[src/rtl/play_time_cnt.sv]
// play_time_cnt: mm:ss play-time counter in BCD.
// A prescaler turns PRESC clock cycles of play into one elapsed second.
// time_bcd advances 00:00..99:59 and then wraps. tick_1hz and wrap are
// registered one-cycle pulses. digit is a combinational nibble mux for a
// display scan stage.
// Optional build macro PLAY_TIME_BLANK_EN: when defined, the minutes-tens
// digit shows as 4'hF (blank) while it is zero. time_bcd is not affected.
module play_time_cnt #(
  parameter int PRESC = 50000000
) (
  input  logic        clk,
  input  logic        rst_n,
  input  logic        play,
  input  logic        clr,
  input  logic [2:1]  sel,
  output logic [16:1] time_bcd,
  output logic [4:1]  digit,
  output logic        tick_1hz,
  output logic        wrap
);

  localparam int PW = (PRESC > 2) ? $clog2(PRESC) : 1;
  localparam logic [PW-1:0] LAST = PW'(PRESC - 1);

  logic [PW-1:0] presc;
  logic          terminal;
  logic [16:1]   next_time;
  logic          next_wrap;

  assign terminal = (presc == LAST);

  // BCD increment with carries between digits; >= keeps every nibble in range
  always_comb begin
    next_time = time_bcd;
    next_wrap = 1'b0;
    if (time_bcd[4:1] >= 4'd9) begin
      next_time[4:1] = 4'd0;
      if (time_bcd[8:5] >= 4'd5) begin
        next_time[8:5] = 4'd0;
        if (time_bcd[12:9] >= 4'd9) begin
          next_time[12:9] = 4'd0;
          if (time_bcd[16:13] >= 4'd9) begin
            next_time[16:13] = 4'd0;
            next_wrap        = 1'b1;
          end else begin
            next_time[16:13] = time_bcd[16:13] + 4'd1;
          end
        end else begin
          next_time[12:9] = time_bcd[12:9] + 4'd1;
        end
      end else begin
        next_time[8:5] = time_bcd[8:5] + 4'd1;
      end
    end else begin
      next_time[4:1] = time_bcd[4:1] + 4'd1;
    end
  end

  // Prescaler, time register and pulses. clr beats play, and a paused
  // cycle holds the prescaler so no partial second is lost or added.
  always_ff @(posedge clk or negedge rst_n) begin
    if (!rst_n) begin
      presc    <= '0;
      time_bcd <= '0;
      tick_1hz <= 1'b0;
      wrap     <= 1'b0;
    end else if (clr) begin
      presc    <= '0;
      time_bcd <= '0;
      tick_1hz <= 1'b0;
      wrap     <= 1'b0;
    end else if (play && terminal) begin
      presc    <= '0;
      time_bcd <= next_time;
      tick_1hz <= 1'b1;
      wrap     <= next_wrap;
    end else begin
      if (play) begin
        presc <= presc + 1'b1;
      end
      tick_1hz <= 1'b0;
      wrap     <= 1'b0;
    end
  end

  // Digit select for the display scan, with no added latency
  always_comb begin
    digit = 4'h0;
    case (sel)
      2'd0: digit = time_bcd[4:1];
      2'd1: digit = time_bcd[8:5];
      2'd2: digit = time_bcd[12:9];
      default: begin
`ifdef PLAY_TIME_BLANK_EN
        if (time_bcd[16:13] == 4'd0) begin
          digit = 4'hF;
        end else begin
          digit = time_bcd[16:13];
        end
`else
        digit = time_bcd[16:13];
`endif
      end
    endcase
  end

endmodule

[config.mk]
export PLATFORM = sky130hd
export DESIGN_NAME = play_time_cnt
export DESIGN_NICKNAME = d
export VERILOG_FILES = /design/src/rtl/play_time_cnt.sv
export SDC_FILE = /design/constraint.sdc
export NUM_CORES = 1
export LEC_CHECK = 0
export ABC_AREA = 1
export CAP_MARGIN = 20
export CORE_UTILIZATION = 50
export DETAILED_ROUTE_END_ITERATION = 8
export PLACE_DENSITY_LB_ADDON = 0.25
export SLEW_MARGIN = 30
export SYNTH_ARGS = -nofsm -noshare
export SYNTH_HDL_FRONTEND = slang
export SYNTH_SLANG_ARGS = --single-unit
[constraint.sdc]
create_clock -name clk -period 2.27 [get_ports clk]
set_clock_uncertainty 0.15 [all_clocks]
set_input_delay 0.227 -clock clk [delete_from_list [all_inputs] [get_ports clk]]
set_output_delay 0.227 -clock clk [all_outputs]
set_load 0.03 [all_outputs]
==> results by group, run 1 <==
Route
  – Post-Route WL: between 7 and 8 mm
  – Number of design rule violations left after detail routing: 0
  – Antenna-violating nets left: 0
  – Drt wl/cell: approximately 13 microns
  – 1st-pass router iterations: 5
  – Starting DRC count in detailed routing: approximately 190
  – Total via count in the routed design: 2829
  – Via density: ~5.4

Worst setup path
  – Beginning of the critical path: presc[0]
  – Critical path arrival: 1990 ps
  – Kind of start point of the critical path: flip-flop
  – Element type at the critical path end: flip-flop
  – WS Path Type: reg2reg
  – Setup slack on the worst flop-to-flop path: between 200 and 300 ps
  – Critical Path Fanout Max: 16
  – Depth of the worst register-to-register path: 10
  – Critical Path, Cell by Cell: ha_1, inv_1, nor2_1, nand2_1, nor2_1, nand2_2, nand2_4, nand2_2, nand2_1, o21ai_0
  – Delay of the slowest cell on the worst path: ~390 ps
  – Data required time of the worst path: roughly 2300 ps
  – Critical register-to-register path startpoint: presc[0]
  – Worst R2R End: time_bcd[5]
  – Cell with the biggest individual delay on the critical path: dfrtp_1
  – End of the critical path: time_bcd[5]

Floorplanning
  – Row count: 27
  – Effective utilization at floorplan: a little over half
  – Die Area: around 6200 sq um
  – Area of the core: 5570 sq um
  – Horizontal extent of the die: about 78 microns
  – I/O Pins: 28
  – Overall die height: 78.4 microns

Cells and area
  – Ratio of cells with drive above 1 in the final layout: 6.59%
  – Finished Cell Area: ~3400 sq um
  – Count of non-filler cells in the finished layout: approximately 530
  – Number of antenna repair diodes: 0
  – Fillers: between 500 and 600
  – Net count, final: 474
  – Synth-to-layout area growth: 16.2%

Global route
  – Via count of the first global-routing pass: 2569
  – Combined global-route utilization of all metal layers: between 20% and 30%
  – Number of antenna violations at the first check in global routing: 0
  – Overflow left after global routing: 0
  – Largest net degree at the start of global routing: 45
  – Global-route wire length before repair: about 12 mm

STA
  – Slew at the pin closest to its max-slew limit: 571 ps
  – Fmax: ~500 MHz
  – Shortest period the worst path allows: a little under 2000 ps
  – Final hold violation count: 0
  – Final slew viol count: 0
  – Setup violation total in the final timing report: 0
  – Setup repair after global routing missed its margin: false
  – Final worst-path cycle share: around 87%
  – Worst relative slew slack: between 60% and 70%

Placement
  – Port bufs: 27
  – Half-perimeter wire length of the detailed placement result: between 5 and 6 mm
  – Placed cell areas: around 3300 sq um
  – Routability cong.: roughly 0.94
  – DP Cell Count: 519

Synth
  – FFs w/ async S/R, synth: between 90% and 100%
  – Gate Count Post-Synth: 421
  – Most numerous cell types in the synthesized netlist: nand2_1 (133), nor2_1 (68), dfrtp_1 (44)
  – Cells taking the most area after synthesis: dfrtp_1 (38%), nand2_1 (17%), nor2_1 (8.7%)
  – Cell with the most instances after synthesis: nand2_1
  – Synthesis warning total: 0
  – Total standard cell area after synthesis: approximately 2900 sq um
  – Share of the synthesized area in the top cell type: a little under two fifths
  – Cell type contributing the most total cell area after synthesis: dfrtp_1
  – Mean area per synthesized cell: 6.94 sq um
  – Number of synthesized flops with an enable pin: 0
  – Post-synthesis sequential element count: 44
  – Number of unique standard cell types used by synthesis: 35
  – Net count of the mapped netlist: between 400 and 500
  – Portion of the post-synthesis area used by sequential elements: a little under two fifths
  – Commonest register cell after synthesis: dfrtp_1

Power and ir drop
  – Proportion of power drawn by the clock network: about 30%
  – Switching pwr: ~0.00055 W
  – Share of total power in combinational logic: roughly a fifth
  – Leak Pwr: roughly 1.5 nW
  – Internal power of the cells: around 0.0012 W
  – Maximum ir drop on the vdd rail: ~0.00035 V
  – Power per Cell Area: about 530 nW/um^2
  – Sw Ratio: between 30% and 40%
  – Flop pwr share: roughly 49%

Clock network
  – Number of setup buffers added after CTS: 0
  – Number of buffers added by the clock tree synthesis step: 5
  – Clock H-tree levels: 2
  – Maximum clock path buffer count: 2
  – Clock root buffer: clkbuf_8
  – Clock insertion delay at the later pin of the skew report: about 300 ps
  – Clock transition at the register clock pins on the worst setup and hold paths after CTS: ~90 ps
  – Clock sink count: 44
  – Clock tree from TritonCTS: yes

Outcome
  – Run status: finished clean

Hold path
  – Worst Hold Class: in2async

Flow run
  – Max-cap violations: 0
## how the worst min path moves through the flow
stage,startpoint,to,slack [ps]
6_report,rst_n,presc[21],380
2_1_floorplan,rst_n,presc[0],-220
3_3_place_gp,rst_n,presc[21],200
4_1_cts,presc[1],presc[1],400
5_1_grt,presc[18],presc[18],420
3_5_place_dp,rst_n,presc[21],200
## layout make-up
cell class                 instances  area (sq um)  area share, %
tap                               72          90.1           2.66
sequential                        44          1100           32.5
inverter                          45           170           5.02
timing repair buffer              32           318           9.37
clock buffer                       7          96.3           2.84
multi-input combinational        327          1620           47.7
## registers in the layout (all words and copies together), names as in the netlist
| register | flops |
|---|---|
| presc | 26 |
| tick_1hz | 1 |
| time_bcd | 16 |
| wrap | 1 |
## power by group through the flow
stage	sequential (W)	clock, W	combinational, W
after CTS	0.000874	0.000549	0.000375
after detailed placement	0.000890	0	0.000372
after floorplan	0.000933	0	0.000172
final	0.000875	0.000537	0.000372
after global routing	0.000883	0.000569	0.000413
after global placement	0.000889	0	0.000361
## what timing repair did
item	4_1_cts	5_1_grt
hold buffers	1	0
setup endpoints to repair	0	3
resized for setup	0	3
hold endpoints to repair	44	0
## through the flow
stage	hold slack [ps]	total power [W]	setup TNS, ps	worst slack (ps)	util [%]
floorplan	-219	0.00111	0	457	-
global placement	197	0.00125	0	64.0	58.9
detailed placement	199	0.00126	-3.54	-3.54	58.9
CTS	402	0.00180	0	2.12	60.8
global route	419	0.00187	0	145	60.9
finish	384	0.00178	0	297	60.9
## worst max-delay path, delay by kind of cell (launching register included)
family                   cells  cell delay, ps
AO/OA/AOI/OAI                1             100
AND/OR/NAND/NOR              7             920
flip-flops                   1             390
adder cells (fa/ha/maj)      1             240
buffers and inverters        1              70
## per-layer routing
layer	track usage (%)	routed length [microns]	vias to the layer above
li1	-	-	1414
met1	35.0	3430	1328
met2	41.1	3300	82
met3	2.79	329	5
met4	6.11	59	0
met5	0	0	-
## placed cells by master (no fill, tap or decap), drive strengths merged
cell type / count
a31oi: 3
dfrtp: 44
o21bai: 3
nand3: 26
clkinv: 1
clkdlybuf4s50: 22
ha: 13
dlygate4sd3: 1
o21ai: 19
nand2: 139
nor2: 71
dlymetal6s2s: 2
inv: 44
nor4: 1
nand4: 16
xor2: 5
a21o: 1
or2: 2
nor3b: 3
nand3b: 2
clkbuf: 7
buf: 7
o2111ai: 2
o21a: 1
a21oi: 5
and3: 2
xnor2: 5
nor3: 8
## cell families (layout without fill, tap and decap cells)
group,after synthesis,after routing,synth area share (%)
and+or+nand+nor,270,270,40.1
buffers and inverters,50,84,6.94
DFF,44,44,37.7
AOI/OAI and AO/OA,34,34,6.64
adders and majority gates,13,13,5.57
xor gates and xnor gates,10,10,3.00
(Power assumes the default switching activity.)
==> inputs of run 2 (changes only) <==
Settings changed: SKIP_CTS_REPAIR_TIMING set to 1.
==> results of run 2 <==
No change in the layout: final DEF, timing and power equal those of run 1.
